$ cat src/rtl/gates_pkg.sv
// Shared definitions for the two-input gates block and its self-test sequencer:
// FSM states, response bit positions and the golden truth table.
package gates_pkg;

   typedef enum logic [1:0] {
      IDLE,
      SETTLE,
      CHECK,
      DONE
   } state_t;

   localparam int Y_AND  = 0;
   localparam int Y_OR   = 1;
   localparam int Y_NAND = 2;
   localparam int Y_NOR  = 3;
   localparam int Y_XOR  = 4;
   localparam int Y_XNOR = 5;

   function automatic logic [5:0] gates_expected(input logic a, input logic b);
      logic [5:0] e;
      e         = '0;
      e[Y_AND]  = a & b;
      e[Y_OR]   = a | b;
      e[Y_NAND] = ~(a & b);
      e[Y_NOR]  = ~(a | b);
      e[Y_XOR]  = a ^ b;
      e[Y_XNOR] = ~(a ^ b);
      return e;
   endfunction

endpackage

$ cat src/rtl/gates_bist.sv
// Self-test sequencer for the gates block: sweeps {a,b} through all four vectors,
// lets each settle, checks y against the golden table and reports pass/fail.
module gates_bist
   import gates_pkg::*;
#(
   parameter int SETTLE_CYCLES = 2,
   parameter int PASSES        = 1,
   parameter int ERR_W         = 8
) (
   input  logic             clk,
   input  logic             rst,
   input  logic             start,
   output logic             a,
   output logic             b,
   input  logic [5:0]       y,
   output logic             busy,
   output logic             done,
   output logic             pass,
   output logic [ERR_W-1:0] err_cnt,
   output logic [1:0]       first_fail_vec,
   output logic [5:0]       first_fail_mask
);

   localparam int CNT_W  = (SETTLE_CYCLES > 1) ? $clog2(SETTLE_CYCLES) : 1;
   localparam int PASS_W = (PASSES > 1) ? $clog2(PASSES) : 1;
   localparam logic [CNT_W-1:0]  CNT_LAST  = CNT_W'(SETTLE_CYCLES - 1);
   localparam logic [PASS_W-1:0] PASS_LAST = PASS_W'(PASSES - 1);
   localparam logic [ERR_W-1:0]  ERR_MAX   = '1;

   state_t            state_q, state_d;
   logic              start_seen;
   logic [1:0]        vec;
   logic [CNT_W-1:0]  cnt;
   logic [PASS_W-1:0] pass_idx;
   logic [5:0]        mismatch_mask;
   logic              mismatch;
   logic              last_vec;

   assign mismatch_mask = y ^ gates_expected(vec[1], vec[0]);
   assign mismatch      = |mismatch_mask;
   assign last_vec      = (vec == 2'd3) && (pass_idx == PASS_LAST);

   assign a    = vec[1];
   assign b    = vec[0];
   assign busy = (state_q != IDLE);
   assign done = (state_q == DONE);

   // NOTE: default assignment first keeps this combinational block latch-free.
   always_comb begin
      state_d = state_q;
      case (state_q)
         IDLE:    if (start_seen) state_d = SETTLE;
         SETTLE:  if (cnt == CNT_LAST) state_d = CHECK;
         CHECK:   state_d = last_vec ? DONE : SETTLE;
         DONE:    state_d = IDLE;
         default: state_d = IDLE;
      endcase
   end

   // NOTE: sequential state uses <= so every register updates from pre-edge values.
   always_ff @(posedge clk or posedge rst) begin
      if (rst) state_q <= IDLE;
      else     state_q <= state_d;
   end

   always_ff @(posedge clk or posedge rst) begin
      if (rst) begin
         start_seen      <= 1'b0;
         vec             <= '0;
         cnt             <= '0;
         pass_idx        <= '0;
         pass            <= 1'b0;
         err_cnt         <= '0;
         first_fail_vec  <= '0;
         first_fail_mask <= '0;
      end else begin
         // Gated so a start seen while busy (DONE included) is never remembered.
         start_seen <= start && (state_q == IDLE);
         case (state_q)
            IDLE: begin
               if (start_seen) begin
                  vec             <= '0;
                  cnt             <= '0;
                  pass_idx        <= '0;
                  pass            <= 1'b0;
                  err_cnt         <= '0;
                  first_fail_vec  <= '0;
                  first_fail_mask <= '0;
               end
            end
            SETTLE: begin
               if (cnt != CNT_LAST) cnt <= cnt + 1'b1;
            end
            CHECK: begin
               if (mismatch) begin
                  if (err_cnt != ERR_MAX) err_cnt <= err_cnt + 1'b1;
                  if (err_cnt == '0) begin
                     first_fail_vec  <= vec;
                     first_fail_mask <= mismatch_mask;
                  end
               end
               if (last_vec) begin
                  pass <= (err_cnt == '0) && !mismatch;
               end else begin
                  vec <= vec + 2'd1;
                  cnt <= '0;
                  if (vec == 2'd3) pass_idx <= pass_idx + 1'b1;
               end
            end
            default: ;
         endcase
      end
   end

endmodule

$ cat config.mk
export PLATFORM = sky130hd
export DESIGN_NAME = gates_bist
export DESIGN_NICKNAME = d
export VERILOG_FILES = /design/src/rtl/gates_pkg.sv /design/src/rtl/gates_bist.sv
export SDC_FILE = /design/constraint.sdc
export NUM_CORES = 1
export LEC_CHECK = 0
export CAP_MARGIN = 10
export CORE_UTILIZATION = 45
export CTS_CLUSTER_DIAMETER = 40
export DETAILED_ROUTE_END_ITERATION = 10
export MAX_ROUTING_LAYER = met4
export PLACE_DENSITY_LB_ADDON = 0.15
export SLEW_MARGIN = 30
export SYNTH_ARGS = -nofsm -noshare
export SYNTH_HDL_FRONTEND = slang
export SYNTH_SLANG_ARGS = --single-unit
$ cat constraint.sdc
create_clock -name clk -period 1.87 [get_ports clk]
set_input_delay 0.561 -clock clk [delete_from_list [all_inputs] [get_ports clk]]
set_output_delay 0.561 -clock clk [all_outputs]
set_load 0.05 [all_outputs]
==> results.ini, run 1 <==
[pwr]
clockPowerShare_pct=13.0
leakage_nw=0.990
sw_frac_of_total_pct=44.7
seqPwrFrac_pct=26.4
p_comb_share_pct=60.6
ir_drop_v=0.000951
p_int_w=0.00163
p_per_area_mw_per_mm2=1410
power.switching_w=0.00132

[finish]
final_cell_mix=31 x buf_4, 18 x dfrtp_1, 17 x nor2_1
area_delta_synth_final_pct=45.6
layout-drive-gt1-share_pct=37.8
nets=208
fillers=232
final_common_cell=buf_4
diodes=0

[global_routing]
grt_pass1_wl_mm=5.24
grt_use_total_pct=21.0
grt_max_degree=25
gr-total-overflow=0
antenna_found_initial=0
grt_pass1_vias=1156

[clock_network]
cts_buffers=3
cts-htree-levels=1
cts_tree=built
clkTransAtPathRegs_ns=0.14
cts_sinks=24
ctsHoldBuffers=0
cts_root_buffer=clkbuf_4
clockBufferDepth=2
clk_latency_ns=0.32

[place]
portBuffers=29
post-place-ws_ns=-0.344
place.gp.congestion=0.909
dp_hpwl_mm=2.23

[die]
ioPinCount=30
fp.dieH_um=58.5
die-width_um=58.5
start_util_pct=47.1
die_area_sq_mm=0.00343
rows=20
coreArea_sq_mm=0.00305

[yosys]
synth_nets=160
async_reset_ff_share_pct=100
synth_area_leader_cell=dfrtp_1
ys_top_cells_by_area=dfrtp_1 42%, mux2_1 6.3%, nor2_1 4.4%
ys.flop_type=dfrtp_1
netlist_instances=146
synth-edff-count=0
synth_top_area_share_pct=41.7
ys_types=41
netlist_area_sq_mm=0.00144
ys_ff_latch=24
ys_warn_count=0
synth_area_per_cell_sq_um=9.86
seq_area_frac_synth_pct=41.7

[critical_path]
crit_path_end_kind=primary output
worstPathArrival_ns=1.27
required_ns=1.31
critPathMaxFanout=7
critPathKind=reg2out
worst-r2r-cell-count=7
cp-start-kind=register

[timing]
min_period_ns=1.83
slew_violations=0
finClkSkew_ns=0.00554
worst-slew-pin-transition_ns=0.372
hold_slack_ns=0.518
rsz0062_at_grt=true
relSlewSlack_pct=75.2
layout_setup_ws_ns=0.0359
fmax_mhz=545
setup_viol=0
fin_crit_sh_pct=98.1
hold_viol=0

[detailed_routing]
drtIter0Drc=48
drt_pre_antenna_iters=4
wl_per_cell_um=13.6
vias_per_cell=5.42
finalWirelength_mm=3.21
drc=0
ant_nets=0
num_vias=1284

[worst_hold_path]
whs_path_depth=2
holdCritPathClass=reg2reg

[run]
max_cap_violations=0

[outcome]
status=completed

==> final cells by class <==
type	count	area, sq um	area share [%]
inverter	8	30.0	1.43
clock inverter	1	30.0	1.43
sequential	24	608	29.0
tap	44	55.1	2.63
multi-input combinational	108	840	40.1
timing repair buffer	49	509	24.3
clock buffer	3	22.5	1.08
==> registers in the layout, summed over array words and instances, names as in the netlist, 2 cells and up <==
name             cells
err_cnt              8
first_fail_mask      6
first_fail_vec       2
state_q              2
vec                  2
==> Yosys cell counts, types with 2 or more instances <==
cell type	n
o21ai_0	8
ha_1	5
a21oi_1	4
o22ai_1	2
nand2_1	14
o31ai_1	6
nor2b_1	2
xnor2_1	3
buf_6	2
and2_1	3
xor2_1	3
inv_1	8
nand2b_4	2
mux2_1	8
buf_2	2
a21o_1	2
and3_1	2
nand3_1	2
nor2_1	17
dfrtp_1	24
a31oi_1	2
nand2b_1	4
nand4_1	3
==> path summary, 6_finish.rpt <==
kind	endpoint	startpoint	slack (ns)
max	busy	state_q[1]$_DFFE_PP0P_	0.04
min	pass$_DFFE_PP0P_	pass$_DFFE_PP0P_	0.52
max reg2reg	err_cnt[2]$_DFFE_PP0P_	vec[1]$_DFFE_PP0P_	0.06
min reg2reg	pass$_DFFE_PP0P_	pass$_DFFE_PP0P_	0.52
max in group asynchronous	err_cnt[1]$_DFFE_PP0P_	rst	1.06
min in group asynchronous	first_fail_mask[4]$_DFFE_PP0P_	rst	0.56
==> kinds of logic (layout without fill, tap and decap cells) <==
family                     after synthesis  in the layout  share of synthesized area, %
buffers and inverters                   14             61                          5.13
muxes                                    9              9                          6.96
DFF                                     24             24                          41.7
AOI/OAI and AO/OA                       29             29                          14.5
xor gates and xnor gates                 6              6                          3.65
and+or+nand+nor                         59             59                          23.7
adders and majority gates                5              5                          4.35
==> metal layers <==
metal,wire length [um],global-route usage (%)
met5,0,-
met3,115,3.30
met4,35,6.12
met2,1570,33.8
met1,1490,27.6
==> power groups by stage <==
stage | clock (W) | combinational (W) | sequential [W]
3_5_place_dp | 0 | 0.00164 | 0.000811
4_1_cts | 0.000391 | 0.00170 | 0.000782
6_report | 0.000384 | 0.00179 | 0.000780
3_3_place_gp | 0 | 0.00161 | 0.000804
2_1_floorplan | 0 | 0.000884 | 0.00110
5_1_grt | 0.000411 | 0.00191 | 0.000797
==> per-stage QoR <==
step / instance area (sq um) / util [%] / instances / TNS [ns] / total power [W]
floorplan: 1470 / - / 146 / -0.620 / 0.00199
global placement: 1940 / 63.4 / 227 / -4.61 / 0.00242
detailed placement: 1940 / 63.4 / 227 / -5.14 / 0.00245
CTS: 2020 / 66.1 / 234 / 0 / 0.00288
global route: 2090 / 68.6 / 237 / -0.0232 / 0.00312
finish: 2090 / 68.6 / 237 / 0 / 0.00295
==> worst max-delay path: stages, from the launching register on <==
cell	delay [ns]
dfrtp_2	0.46
or2_2	0.29
buf_4	0.19
==> repair_timing <==
| action | in CTS | in global routing |
|---|---|---|
| gates resized for setup | 4 | 11 |
| setup endpoints to repair | 5 | 17 |
| hold endpoints to repair | 0 | 0 |
| setup buffers | 3 | 3 |
| pin swaps | 0 | 1 |
(Power assumes the default switching activity.)
==> run 2, diff against run 1 <==
--- a/config.mk
+++ b/config.mk
@@ -6,12 +6,13 @@
 export NUM_CORES = 1
 export LEC_CHECK = 0
 export CAP_MARGIN = 10
+export CORE_MARGIN = 3
 export CORE_UTILIZATION = 45
 export CTS_CLUSTER_DIAMETER = 40
 export DETAILED_ROUTE_END_ITERATION = 10
 export MAX_ROUTING_LAYER = met4
 export PLACE_DENSITY_LB_ADDON = 0.15
-export SLEW_MARGIN = 30
+export SLEW_MARGIN = 20
 export SYNTH_ARGS = -nofsm -noshare
 export SYNTH_HDL_FRONTEND = slang
 export SYNTH_SLANG_ARGS = --single-unit
==> run 2 against run 1 <==
Effect of this change: final cell count down 0.84%; maximum frequency rose by 1.0%; design area increased by 0.12%; first-iteration DRC count up 52%; non-clock buffer count is the same; clock-buffer cell count unchanged; critical path depth grew 4; combinational power grew 5%; sequential power is 0.9% lower; core utilization grew 3.7 points; sequential cell count unchanged; critical path type is now in2reg; highest routed layer unchanged.
==> results.ini, run 2 (synthesis gave the netlist of run 1 again) <==
[outcome]
status=completed  ; unchanged

[pwr]
sw_frac_of_total_pct=44.4  ; was 44.7%
p_int_w=0.00169  ; was 0.00163 W
power.switching_w=0.00135  ; was 0.00132 W
seqPwrFrac_pct=25.4  ; was 26.4%
p_comb_share_pct=61.8  ; was 60.6%
ir_drop_v=0.00106  ; was 0.000951 V
clockPowerShare_pct=12.9  ; was 13.0%
p_per_area_mw_per_mm2=1450  ; was 1410 mW/mm^2
leakage_nw=0.979  ; was 0.990 nW

[timing]
finClkSkew_ns=0.00739  ; was 0.00554 ns
tns_ns=0  ; unchanged
layout_setup_ws_ns=0.0543  ; was 0.0359 ns
relSlewSlack_pct=75.4  ; was 75.2%
slew_violations=0  ; unchanged
min_period_ns=1.82  ; was 1.83 ns
hold_viol=0  ; unchanged
fin_crit_sh_pct=97.1  ; was 98.1%
rsz0062_at_grt=true  ; unchanged
setup_viol=0  ; unchanged
worst-slew-pin-transition_ns=0.368  ; was 0.372 ns
fmax_mhz=551  ; was 545 MHz

[worst_hold_path]
whs_path_depth=2  ; unchanged
holdCritPathClass=reg2reg  ; unchanged
min_from=pass$_DFFE_PP0P_  ; unchanged

[global_routing]
grt_pass1_wl_mm=5.69  ; was 5.24 mm
grt_use_total_pct=18.3  ; was 21.0%
grt_max_degree=25  ; unchanged
grt_pass1_vias=1255  ; was 1,156
gr-total-overflow=0  ; unchanged
antenna_found_initial=0  ; unchanged

[place]
dp_hpwl_mm=2.50  ; was 2.23 mm
place.gp.congestion=0.839  ; was 0.909
post-place-ws_ns=-0.328  ; was -0.344 ns
portBuffers=29  ; unchanged
dp.cells=224  ; was 227

[detailed_routing]
drtIter0Drc=73  ; was 48
num_vias=1250  ; was 1,284
wl_met1_mm=1.49  ; about the same
ant_nets=0  ; unchanged
drc=0  ; unchanged
vias_per_cell=5.32  ; was 5.42
wl_met3_um=142  ; was 115 um
wl_per_cell_um=14.4  ; was 13.6 um
dr_wl_met2_mm=1.70  ; was 1.57 mm
finalWirelength_mm=3.38  ; was 3.21 mm
top_layer=met4  ; unchanged
drt_pre_antenna_iters=4  ; unchanged

[clock_network]
clockBufferDepth=2  ; unchanged
clk_latency_ns=0.33  ; was 0.32 ns
cts_root_buffer=clkbuf_4  ; unchanged
cts_buffers=3  ; unchanged
ctsHoldBuffers=0  ; unchanged
cts_tree=built  ; unchanged
clkTransAtPathRegs_ns=0.15  ; was 0.14 ns
cts-htree-levels=1  ; unchanged
cts_sinks=24  ; unchanged

[finish]
nets=208  ; unchanged
layout-drive-gt1-share_pct=39.4  ; was 37.8%
final_cell_mix=31 x buf_4, 18 x dfrtp_1, 17 x nor2_1  ; unchanged
regMostFlops=err_cnt  ; unchanged
finalNonFillerCells=235  ; was 237
largest_reg_flops=8  ; unchanged
diodes=0  ; unchanged
area_delta_synth_final_pct=45.7  ; was 45.6%
reg_top3=err_cnt: 8 flops, first_fail_mask: 6 flops  ; unchanged
final_common_cell=buf_4  ; unchanged

[die]
start_util_pct=49.6  ; was 47.1%
die_area_sq_mm=0.00391  ; was 0.00343 sq mm
ioPinCount=30  ; unchanged
rows=19  ; was 20
coreArea_sq_mm=0.00290  ; was 0.00305 sq mm
die-width_um=62.5  ; was 58.5 um
fp.dieH_um=62.5  ; was 58.5 um

[critical_path]
startpoint=y[5]  ; was state_q[1]$_DFFE_PP0P_
cp-start-kind=input pin  ; was register
crit_path_end_kind=register  ; was primary output
rr_startpoint=vec[0]$_DFFE_PP0P_  ; was vec[1]$_DFFE_PP0P_
worstPathArrival_ns=2.05  ; was 1.27 ns
required_ns=2.10  ; was 1.31 ns
worst-r2r-cell-count=7  ; unchanged
critPathKind=in2reg  ; was reg2out
critPathMaxFanout=8  ; was 7

[run]
max_cap_violations=0  ; unchanged

## run 2: cell types whose count changed in the layout (fill, tap and decap cells not counted), sizes merged
cell           before  now
clkdlybuf4s50       6    8
dlymetal6s2s        2    0
## run 2: worst paths after layout
kind	end	slack [ns]
worst max register to register	first_fail_mask[5]$_DFFE_PP0P_	0.08
max in group asynchronous	err_cnt[0]$_DFFE_PP0P_	1.05
min in group asynchronous	vec[0]$_DFFE_PP0P_	0.56
worst max-delay path	first_fail_mask[5]$_DFFE_PP0P_	0.05
worst min register to register	pass$_DFFE_PP0P_	0.50
worst min-delay path	pass$_DFFE_PP0P_	0.50
## run 2: final cells by class
class	count	area, sq um
Multi-Input combinational cell	108	850
Fill cell	219	803
Sequential cell	24	608
Timing Repair Buffer	49	504
Tap cell	42	52.6
Clock inverter	1	30.0
Inverter	8	30.0
Clock buffer	3	22.5
## run 2: power groups by stage
stage / registers (W) / clock network [W] / logic [W]
6_report: 0.000773 / 0.000392 / 0.00188
5_1_grt: 0.000798 / 0.000418 / 0.00200
4_1_cts: 0.000785 / 0.000392 / 0.00172
3_5_place_dp: 0.000816 / 0 / 0.00165
3_3_place_gp: 0.000802 / 0 / 0.00162
2_1_floorplan: 0.00110 / 0 / 0.000884
## run 2: worst max-delay path, cell delays in order
cell and delay (ns):
clkdlybuf4s50_1 0.55, nand2b_1 0.13, o22ai_4 0.17, nand4_4 0.13, nand3_4 0.17, mux2_1 0.34
## run 2: timing repair
action	CTS	global route
setup buffers	3	4
pin swaps	0	2
gates cloned	0	0
setup endpoints to repair	11	14
gates resized for setup	5	12
## run 2: metal layers
| metal | track usage, % | vias to the layer above |
|---|---|---|
| met1 | 23.2 | 598 |
| met5 | - | - |
| met3 | 2.88 | 7 |
| li1 | - | 605 |
| met4 | 5.51 | 0 |
| met2 | 30.1 | 40 |
## run 2: per-stage QoR
stage	power, W	instance area, sq um	utilization [%]	hold slack, ns
6_report	0.00305	2100	72.3	0.499
5_1_grt	0.00322	2100	72.3	0.546
2_1_floorplan	0.00199	1470	-	0.472
3_5_place_dp	0.00246	1930	66.4	0.473
4_1_cts	0.00290	2010	69.2	0.505
3_3_place_gp	0.00242	1930	66.4	0.464
==> run 3, diff against run 2 <==
--- a/config.mk
+++ b/config.mk
@@ -6,8 +6,9 @@
 export NUM_CORES = 1
 export LEC_CHECK = 0
 export CAP_MARGIN = 10
+export CORE_ASPECT_RATIO = 1.4
 export CORE_MARGIN = 3
-export CORE_UTILIZATION = 45
+export CORE_UTILIZATION = 50
 export CTS_CLUSTER_DIAMETER = 40
 export DETAILED_ROUTE_END_ITERATION = 10
 export MAX_ROUTING_LAYER = met4
==> constraint.sdc (replaced) <==
create_clock -name clk -period 1.99 [get_ports clk]
set_input_delay 0.597 -clock clk [delete_from_list [all_inputs] [get_ports clk]]
set_output_delay 0.597 -clock clk [all_outputs]
set_load 0.05 [all_outputs]
==> run 3 against run 2 <==
Effect of this change: routed wire length is 13% lower; sequential power is 1% lower; power is 17% lower; core utilization is 3.8 points lower; non-clock buffer count is 11 lower; clock power is 8.7% lower; register-to-register slack better by 0.05 ns; clock skew is 0.00055 ns higher; design area is 12% lower; first-iteration DRC count is 42% lower.
==> results.ini, run 3 (synthesis gave the netlist of run 1 again) <==
[timing]
fin_crit_sh_pct=97.5
min_period_ns=1.94
setup_viol=0  ; unchanged
slew_violations=0  ; unchanged
hold_slack_ns=0.502  ; was 0.499 ns
fmax_mhz=515
layout_setup_ws_ns=0.0492  ; was 0.0543 ns
worst-slew-pin-transition_ns=0.403  ; was 0.368 ns
relSlewSlack_pct=73.0  ; was 75.4%
finClkSkew_ns=0.00795  ; was 0.00739 ns
hold_viol=0  ; unchanged
rsz0062_at_grt=false  ; was true

[clock_network]
cts-htree-levels=1  ; unchanged
clkTransAtPathRegs_ns=0.14  ; was 0.15 ns
cts_root_buffer=clkbuf_4  ; unchanged
clk_latency_ns=0.32  ; was 0.33 ns
cts_tree=built  ; unchanged
cts_buffers=3  ; unchanged
post-cts-setup-buffers=0  ; was 3
clockBufferDepth=2  ; unchanged
cts_sinks=24  ; unchanged

[detailed_routing]
num_vias=1202  ; was 1,250
finalWirelength_mm=2.93  ; was 3.38 mm
drt_pre_antenna_iters=4  ; unchanged
drc=0  ; unchanged
vias_per_cell=5.51  ; was 5.32
ant_nets=0  ; unchanged
wl_per_cell_um=13.4  ; was 14.4 um
drtIter0Drc=42  ; was 73

[die]
coreArea_sq_mm=0.00270  ; was 0.00290 sq mm
ioPinCount=30  ; unchanged
fp.dieH_um=69.5  ; was 62.5 um
die-width_um=51.3  ; was 62.5 um
start_util_pct=53.3  ; was 49.6%
rows=22  ; was 19
die_area_sq_mm=0.00357  ; was 0.00391 sq mm

[global_routing]
gr-total-overflow=0  ; unchanged
grt_max_degree=25  ; unchanged
grt_pass1_wl_mm=4.97  ; was 5.69 mm
grt_pass1_vias=1083  ; was 1,255
antenna_found_initial=0  ; unchanged
grt_use_total_pct=18.5  ; was 18.3%

[run]
max_cap_violations=0  ; unchanged

[finish]
final_common_cell=buf_4  ; unchanged
regMostFlops=err_cnt  ; unchanged
final_cell_mix=28 x buf_4, 20 x dfrtp_1, 17 x nor2_1  ; was 31 x buf_4, 18 x dfrtp_1, 17 x nor2_1
area_delta_synth_final_pct=28.4  ; was 45.7%
reg_top3=err_cnt: 8 flops, first_fail_mask: 6 flops  ; unchanged
diodes=0  ; unchanged
largest_reg_flops=8  ; unchanged
nets=197  ; was 208
fillers=231  ; was 219
layout-drive-gt1-share_pct=27.5  ; was 39.4%
post-route-util_pct=68.5  ; was 72.3%

[critical_path]
crit_chain=or2_2 -> buf_4  ; was clkdlybuf4s50_1 -> nand2b_1 -> o22ai_4 -> nand4_4 -> nand3_4 -> mux2_1
required_ns=1.39  ; was 2.10 ns
critPathKind=reg2out  ; was in2reg
max_stage_delay_ns=0.50  ; was 0.55 ns
path_buf_inv=1  ; unchanged
crit_path_end_kind=primary output  ; was register
worstPathArrival_ns=1.34  ; was 2.05 ns
cp_top_family=flip-flops  ; was buffers and inverters
cpMaxStageDelayCell=dfrtp_2  ; was clkdlybuf4s50_1
cp-start-kind=register  ; was input pin
critPathMaxFanout=10  ; was 8

[worst_hold_path]
holdCritPathClass=reg2reg  ; unchanged

[pwr]
ir_drop_v=0.000895  ; was 0.00106 V
leakage_nw=0.884  ; was 0.979 nW
p_per_area_mw_per_mm2=1370  ; was 1450 mW/mm^2

[place]
post-place-ws_ns=-0.249  ; was -0.328 ns
portBuffers=29  ; unchanged
place.gp.congestion=0.842  ; was 0.839
dp_hpwl_mm=2.22  ; was 2.50 mm

[outcome]
status=completed  ; unchanged

==> run 3: cell count changes in the layout (fill, tap and decap cells not counted), moves of 2 or more <==
cell and delta:
buf_12 -7, mux2_4 -6, dfrtp_1 +2, mux2_1 +6
dfrtp_2 -2, buf_4 -3
==> run 3: tightest hold or removal path: stages (launching register included) <==
cell     delay, ns
dfrtp_1       0.37
nand2_1       0.05
o31ai_1       0.05
==> run 3: final timing paths <==
kind,start,slack [ns],endpoint,cells after the start
max in group asynchronous,rst,1.14,state_q[1]$_DFFE_PP0P_,3
min,pass$_DFFE_PP0P_,0.50,pass$_DFFE_PP0P_,2
max,state_q[0]$_DFFE_PP0P_,0.05,busy,2
min in group asynchronous,rst,0.60,pass_idx$_DFFE_PP0P_,3
min reg2reg,pass$_DFFE_PP0P_,0.50,pass$_DFFE_PP0P_,2
max reg2reg,vec[1]$_DFFE_PP0P_,0.13,first_fail_mask[4]$_DFFE_PP0P_,6
==> run 3: routing by layer <==
metal	share of wire (%)	track usage [%]	up-vias	wire, um
li1	-	-	592	-
met1	42	23.2	574	1230
met2	51	30.3	31	1500
met3	5.0	2.80	5	147
met4	1.5	6.12	0	43
met5	0	-	-	0
==> run 3: through the flow <==
| step | TNS, ns | instances | power [W] | cell area (sq um) |
|---|---|---|---|---|
| floorplan | 0 | 146 | 0.00185 | 1460 |
| global placement | -2.94 | 214 | 0.00217 | 1790 |
| detailed placement | -3.37 | 214 | 0.00220 | 1790 |
| CTS | 0 | 218 | 0.00257 | 1850 |
| global route | 0 | 218 | 0.00269 | 1850 |
| finish | 0 | 218 | 0.00254 | 1850 |
==> run 3: what timing repair did <==
item,CTS,global route
gates cloned,0,0
hold buffers,0,0
endpoints found under the setup margin,1,3
resized for setup,1,2
hold endpoints to repair,0,0
==> run 3: where the power goes <==
group | total [W] | switching (W) | internal (W)
Clock | 0.000358 | 0.000154 | 0.000204
Sequential | 0.000764 | 0.000139 | 0.000625
Combinational | 0.00142 | 0.000878 | 0.000539
Total | 0.00254 | 0.00117 | 0.00137
==> run 3: layout make-up <==
class / count / area, sq um / area share (%)
multi-input combinational: 108 / 785 / 42.5
clock inverter: 1 / 30.0 / 1.62
tap: 36 / 45.0 / 2.44
inverter: 8 / 30.0 / 1.62
clock buffer: 3 / 22.5 / 1.22
timing repair buffer: 38 / 330 / 17.9
sequential: 24 / 606 / 32.8
